===== src/rtl/sum_nb_serial_pkg.sv =====
// Shared encodings for the bit-serial adder/subtractor: FSM states and op codes.
package sum_nb_serial_pkg;

  localparam logic [1:0] ST_IDLE = 2'd0;
  localparam logic [1:0] ST_RUN  = 2'd1;
  localparam logic [1:0] ST_DONE = 2'd2;

  localparam logic OP_ADD = 1'b0;
  localparam logic OP_SUB = 1'b1;

endpackage


===== src/rtl/sum_nb_serial_full_adder_1b.sv =====
// Single combinational full-adder cell shared by every bit of a serial operation.
module full_adder_1b (
  input  logic a,
  input  logic b,
  input  logic ci,
  output logic s,
  output logic co
);

  assign s  = a ^ b ^ ci;
  assign co = (a & b) | (ci & (a ^ b));

endmodule


===== src/rtl/sum_nb_serial.sv =====
// Bit-serial WIDTH-bit add/subtract, LSB first, one bit per clock through one
// full-adder cell; results held from done until the next accepted start.
module sum_nb_serial
  import sum_nb_serial_pkg::*;
#(
  parameter int WIDTH = 8
) (
  input  logic             clk,
  input  logic             rst,
  input  logic             start,
  input  logic             op,
  input  logic             cin,
  input  logic [WIDTH-1:0] A,
  input  logic [WIDTH-1:0] B,
  output logic             busy,
  output logic             done,
  output logic [WIDTH-1:0] S,
  output logic             C,
  output logic             V
);

  localparam int CW = $clog2(WIDTH);
  localparam logic [CW-1:0] CNT_LAST = CW'(WIDTH - 1);

  logic [1:0]       state_q, state_d;
  logic [CW-1:0]    cnt_q, cnt_d;
  logic [WIDTH-1:0] a_q, a_d;
  logic [WIDTH-1:0] b_q, b_d;
  logic [WIDTH-1:0] s_q, s_d;
  logic             cy_q, cy_d;
  logic             c_q, c_d;
  logic             v_q, v_d;
  logic             fa_s, fa_co;
  logic             accept;

  full_adder_1b u_fa (
    .a  (a_q[0]),
    .b  (b_q[0]),
    .ci (cy_q),
    .s  (fa_s),
    .co (fa_co)
  );

  // Starts are honoured in IDLE and DONE so back-to-back operations need no gap.
  assign accept = start && (state_q != ST_RUN);

  always_comb begin
    state_d = state_q;
    cnt_d   = cnt_q;
    a_d     = a_q;
    b_d     = b_q;
    s_d     = s_q;
    cy_d    = cy_q;
    c_d     = c_q;
    v_d     = v_q;
    case (state_q)
      ST_RUN: begin
        s_d   = {fa_s, s_q[WIDTH-1:1]};
        cy_d  = fa_co;
        a_d   = {1'b0, a_q[WIDTH-1:1]};
        b_d   = {1'b0, b_q[WIDTH-1:1]};
        cnt_d = cnt_q + 1'b1;
        if (cnt_q == CNT_LAST) begin
          // cy_q is the carry into the MSB on this last bit.
          c_d     = fa_co;
          v_d     = cy_q ^ fa_co;
          cnt_d   = cnt_q;
          state_d = ST_DONE;
        end
      end
      default: state_d = ST_IDLE;
    endcase
    if (accept) begin
      a_d     = A;
      b_d     = B ^ {WIDTH{op}};
      cy_d    = (op == OP_SUB) ? 1'b1 : cin;
      cnt_d   = '0;
      s_d     = '0;
      c_d     = 1'b0;
      v_d     = 1'b0;
      state_d = ST_RUN;
    end
  end

  always_ff @(posedge clk or posedge rst) begin
    if (rst) begin
      state_q <= ST_IDLE;
      cnt_q   <= '0;
      a_q     <= '0;
      b_q     <= '0;
      s_q     <= '0;
      cy_q    <= 1'b0;
      c_q     <= 1'b0;
      v_q     <= 1'b0;
    end else begin
      state_q <= state_d;
      cnt_q   <= cnt_d;
      a_q     <= a_d;
      b_q     <= b_d;
      s_q     <= s_d;
      cy_q    <= cy_d;
      c_q     <= c_d;
      v_q     <= v_d;
    end
  end

  assign busy = (state_q == ST_RUN);
  assign done = (state_q == ST_DONE);
  assign S    = s_q;
  assign C    = c_q;
  assign V    = v_q;

endmodule


===== config.mk =====
export PLATFORM = sky130hd
export DESIGN_NAME = sum_nb_serial
export DESIGN_NICKNAME = d
export VERILOG_FILES = /design/src/rtl/sum_nb_serial_pkg.sv /design/src/rtl/sum_nb_serial_full_adder_1b.sv /design/src/rtl/sum_nb_serial.sv
export SDC_FILE = /design/constraint.sdc
export NUM_CORES = 1
export LEC_CHECK = 0
export BUFFER_PORTS_ARGS = -buffer_cell sky130_fd_sc_hd__buf_2
export CORE_ASPECT_RATIO = 0.9
export CORE_MARGIN = 3
export CORE_UTILIZATION = 57
export CTS_CLUSTER_SIZE = 24
export DETAILED_ROUTE_END_ITERATION = 6
export PLACE_DENSITY_LB_ADDON = 0.25
export SYNTH_ARGS = -nofsm -noshare
export SYNTH_HDL_FRONTEND = slang
export SYNTH_SLANG_ARGS = --single-unit

===== constraint.sdc =====
create_clock -name clk -period 2.7 [get_ports clk]
set_clock_uncertainty 0.1 [all_clocks]
set_input_delay 0 -clock clk [delete_from_list [all_inputs] [get_ports clk]]
set_output_delay 0 -clock clk [all_outputs]
set_load 0.03 [all_outputs]

==> report_table.html <==
<table>
<tr><th>Metric</th><th>Value</th></tr>
<tr><th colspan="2">Logic synthesis</th></tr>
<tr><td>Net Count, Synth</td><td>169</td></tr>
<tr><td>Share of synthesized area occupied by flip-flops and latches</td><td>51.2%</td></tr>
<tr><td>Count of distinct cell types in the synthesized netlist</td><td>29</td></tr>
<tr><td>Most common library cells after synthesis</td><td>dfrtp_1, nand2_1, mux2i_1, o21ai_1, nand3b_1</td></tr>
<tr><td>Top post-synthesis cells by area</td><td>dfrtp_1, mux2i_1, nand2_1</td></tr>
<tr><td>Cell count after synthesis</td><td>145</td></tr>
<tr><td>Proportion of netlist area held by the largest area contributor</td><td>51.2%</td></tr>
<tr><td>Dominant synthesized flop cell</td><td>dfrtp_1</td></tr>
<tr><td>Count of flip-flops with a built-in enable after synthesis</td><td>0</td></tr>
<tr><td>YS warnings</td><td>0</td></tr>
<tr><td>Fraction of registers with async set/reset</td><td>100%</td></tr>
<tr><td>Most frequently used cell type in the post-synthesis netlist</td><td>dfrtp_1</td></tr>
<tr><td>Average cell area after synthesis</td><td>10.8 um^2</td></tr>
<tr><td>Post-synth top area cell</td><td>dfrtp_1</td></tr>
<tr><td>Register bit total from synthesis</td><td>32</td></tr>
<tr><td>Area of the mapped netlist</td><td>0.00156 mm^2</td></tr>
<tr><th colspan="2">Worst setup path</th></tr>
<tr><td>Endpoint of the most critical setup path</td><td>busy</td></tr>
<tr><td>Worst r2r src</td><td>cnt_q[0]</td></tr>
<tr><td>Worst Setup Path Type</td><td>reg -&gt; out</td></tr>
<tr><td>Data arrival at the endpoint of the critical path</td><td>1.79 ns</td></tr>
<tr><td>Data required time of the worst path</td><td>2.60 ns</td></tr>
<tr><td>Launch point of the critical path</td><td>state_q[1]</td></tr>
<tr><td>Worst reg2reg path depth</td><td>5</td></tr>
<tr><td>Maximum net fanout on the critical path</td><td>40</td></tr>
<tr><td>End of the worst register-to-register path</td><td>cnt_q[0]</td></tr>
<tr><td>CP startpoint kind</td><td>flip-flop</td></tr>
<tr><td>Reg2reg setup slack</td><td>1.00 ns</td></tr>
<tr><td>Worst Setup End Kind</td><td>output pin</td></tr>
<tr><th colspan="2">Detailed routing</th></tr>
<tr><td>Residual antenna-violating net count after detailed routing</td><td>0</td></tr>
<tr><td>Initial drt markers</td><td>25</td></tr>
<tr><td>Drc violations</td><td>0</td></tr>
<tr><td>Detail-routed via count per cell</td><td>5.30</td></tr>
<tr><td>Total wire length</td><td>3.00 mm</td></tr>
<tr><td>Wire length per cell after detailed routing</td><td>13.5 um</td></tr>
<tr><td>First-pass DRT Iterations</td><td>4</td></tr>
<tr><td>Number of vias after detailed routing</td><td>1,183</td></tr>
<tr><th colspan="2">Finish</th></tr>
<tr><td>Antenna Diode Count</td><td>0</td></tr>
<tr><td>Area growth from synthesis to layout</td><td>24.3%</td></tr>
<tr><td>Number of nets in the layout</td><td>218</td></tr>
<tr><td>Filler cell count</td><td>175</td></tr>
<tr><td>Proportion of layout cells with a drive suffix above 1</td><td>23.6%</td></tr>
<tr><td>Final core utilization</td><td>76.8%</td></tr>
<tr><th colspan="2">CTS</th></tr>
<tr><td>Worst-Skew Late Latency</td><td>0.33 ns</td></tr>
<tr><td>CTS tree</td><td>done</td></tr>
<tr><td>Post-CTS resize count</td><td>0</td></tr>
<tr><td>Root buffer selected by CTS</td><td>clkbuf_4</td></tr>
<tr><td>Buffer depth of the longest clock path</td><td>2</td></tr>
<tr><td>Number of H-tree levels</td><td>2</td></tr>
<tr><td>Clock transition time at the flip-flop clock pins of the worst setup and hold paths</td><td>0.10 ns</td></tr>
<tr><td>Number of buffers inserted during clock tree synthesis</td><td>5</td></tr>
<tr><td>Clock sink count</td><td>32</td></tr>
<tr><th colspan="2">Worst hold path</th></tr>
<tr><td>Class of the most critical hold timing path</td><td>in -&gt; reg</td></tr>
<tr><th colspan="2">GRT</th></tr>
<tr><td>Number of antenna violations at the first check in global routing</td><td>0</td></tr>
<tr><td>Overflow after GRT</td><td>0</td></tr>
<tr><td>Global-route wire length before repair</td><td>5.09 mm</td></tr>
<tr><td>Vias in the first global route</td><td>1,183</td></tr>
<tr><td>Combined global-route utilization of all metal layers</td><td>20.3%</td></tr>
<tr><td>Pin count of the biggest net entering global routing</td><td>41</td></tr>
<tr><th colspan="2">Die</th></tr>
<tr><td>CORE AREA</td><td>0.00253 mm^2</td></tr>
<tr><td>Die Ht</td><td>55.7 um</td></tr>
<tr><td>Number of standard-cell rows in the floorplan</td><td>17</td></tr>
<tr><td>Effective utilization at floorplan</td><td>61.8%</td></tr>
<tr><td>Total die area</td><td>0.00341 mm^2</td></tr>
<tr><td>Width of the die</td><td>61.2 um</td></tr>
<tr><td>Number of I/O pins</td><td>33</td></tr>
<tr><th colspan="2">Timing</th></tr>
<tr><td>Part of the cycle the worst path needs</td><td>69.9%</td></tr>
<tr><td>Final setup violation count</td><td>0</td></tr>
<tr><td>Final Critical Period</td><td>1.89 ns</td></tr>
<tr><td>Measured slew at the worst slew-check pin</td><td>0.634 ns</td></tr>
<tr><td>Setup TNS after final layout</td><td>0 ns</td></tr>
<tr><td>Slew margin rel.</td><td>57.7%</td></tr>
<tr><td>Final max-slew violation count</td><td>0</td></tr>
<tr><td>Final hold vios</td><td>0</td></tr>
<tr><td>Maximum achievable frequency</td><td>0.530 GHz</td></tr>
<tr><td>RSZ-0062 raised after global routing</td><td>no</td></tr>
<tr><th colspan="2">Status</th></tr>
<tr><td>Outcome</td><td>finished, final reports clean</td></tr>
<tr><th colspan="2">Run</th></tr>
<tr><td>Number of max-cap violations</td><td>0</td></tr>
<tr><th colspan="2">Power and ir drop</th></tr>
<tr><td>Total leakage power</td><td>1.00 nW</td></tr>
<tr><td>Areal power density over the cells</td><td>987 mW/mm^2</td></tr>
<tr><td>Worst ir drop on vdd</td><td>0.526 mV</td></tr>
<tr><th colspan="2">Place</th></tr>
<tr><td>RD Place Congestion</td><td>0.756</td></tr>
<tr><td>HPWL Detailed</td><td>1.93 mm</td></tr>
<tr><td>IO buf count</td><td>32</td></tr>
</table>
-- area by class of cell --
class	instances	area, um^2	area share (%)
well taps	28	35.0	1.80
repair buffers	51	348	17.9
clock buffers	8	58.8	3.02
flip-flops and latches	32	801	41.2
multi-input cells	97	676	34.7
inverters	7	26.3	1.35
-- report_power, final --
part	internal [mW]	leakage, nW	switching (mW)
registers	0.681	0.413	0.128
clock network	0.128	0.0326	0.153
logic	0.316	0.556	0.512
-- routing by layer --
metal	up-vias	GRT usage, %	part of all wire [%]
met2	28	32.5	51
met5	-	0	0
met1	561	23.8	42
met4	0	10.5	3.6
met3	10	6.26	3.9
li1	584	-	-
-- repair_timing --
item | 4_1_cts | 5_1_grt
hold buffers | 18 | 0
setup buffers | 0 | 0
hold endpoints to repair | 49 | 0
-- how the worst min path moves through the flow --
stage               start  endpoint  slack, ns  depth (start not counted)
floorplan             rst         C       0.02                          1
global placement      rst    a_q[2]     -0.004                          3
detailed placement    rst  cnt_q[1]      0.003                          3
CTS                    op    b_q[7]       0.02                          3
global route           op    b_q[7]       0.03                          3
finish                 op    b_q[7]       0.03                          3
-- stage by stage --
stage               area, um^2  hold WS [ns]  cells  total power, mW  setup WS [ns]
floorplan                 1560        0.0162    145             1.47           1.13
global placement          1710      -0.00366    197             1.58           1.06
detailed placement        1710       0.00326    197             1.64           1.00
CTS                       1940        0.0201    223             1.95          0.785
global route              1940        0.0336    223             2.07          0.705
finish                    1940        0.0310    223             1.92          0.813
-- flip-flops by register name, indices dropped and copies added, names as in the netlist --
register and flops:
a_q 8, V 1, S 8, b_q 8, state_q 2, cnt_q 3
cy_q 1, C 1
-- worst max-delay path, stage by stage, from the launching register on --
cell      delay (ns)
dfrtp_1         0.43
nand2b_4        0.23
inv_2           0.49
buf_2           0.31
-- placed cells by master, fill, tap and decap left out, types with 2 or more instances in the layout --
cell / n
a22o_1: 3
buf_2: 32
clkbuf_1: 2
clkbuf_4: 5
dfrtp_1: 32
dlygate4sd3_1: 18
ha_1: 2
inv_1: 6
mux2i_1: 16
nand2_1: 28
nand3b_1: 8
nor2_1: 2
o21ai_0: 7
o21ai_1: 10
xnor2_1: 2
xor2_1: 7
-- logic make-up after synthesis --
family | after synthesis | synth area share (%)
adder cells (fa/ha/maj) | 3 | 2.88
AND/OR/NAND/NOR | 43 | 14.6
XOR/XNOR | 9 | 5.04
buffers and inverters | 16 | 5.60
multiplexers | 17 | 11.0
flip-flops | 32 | 51.2
AO/OA/AOI/OAI | 25 | 9.68
No activity file was read; power rests on OpenSTA's default activity.
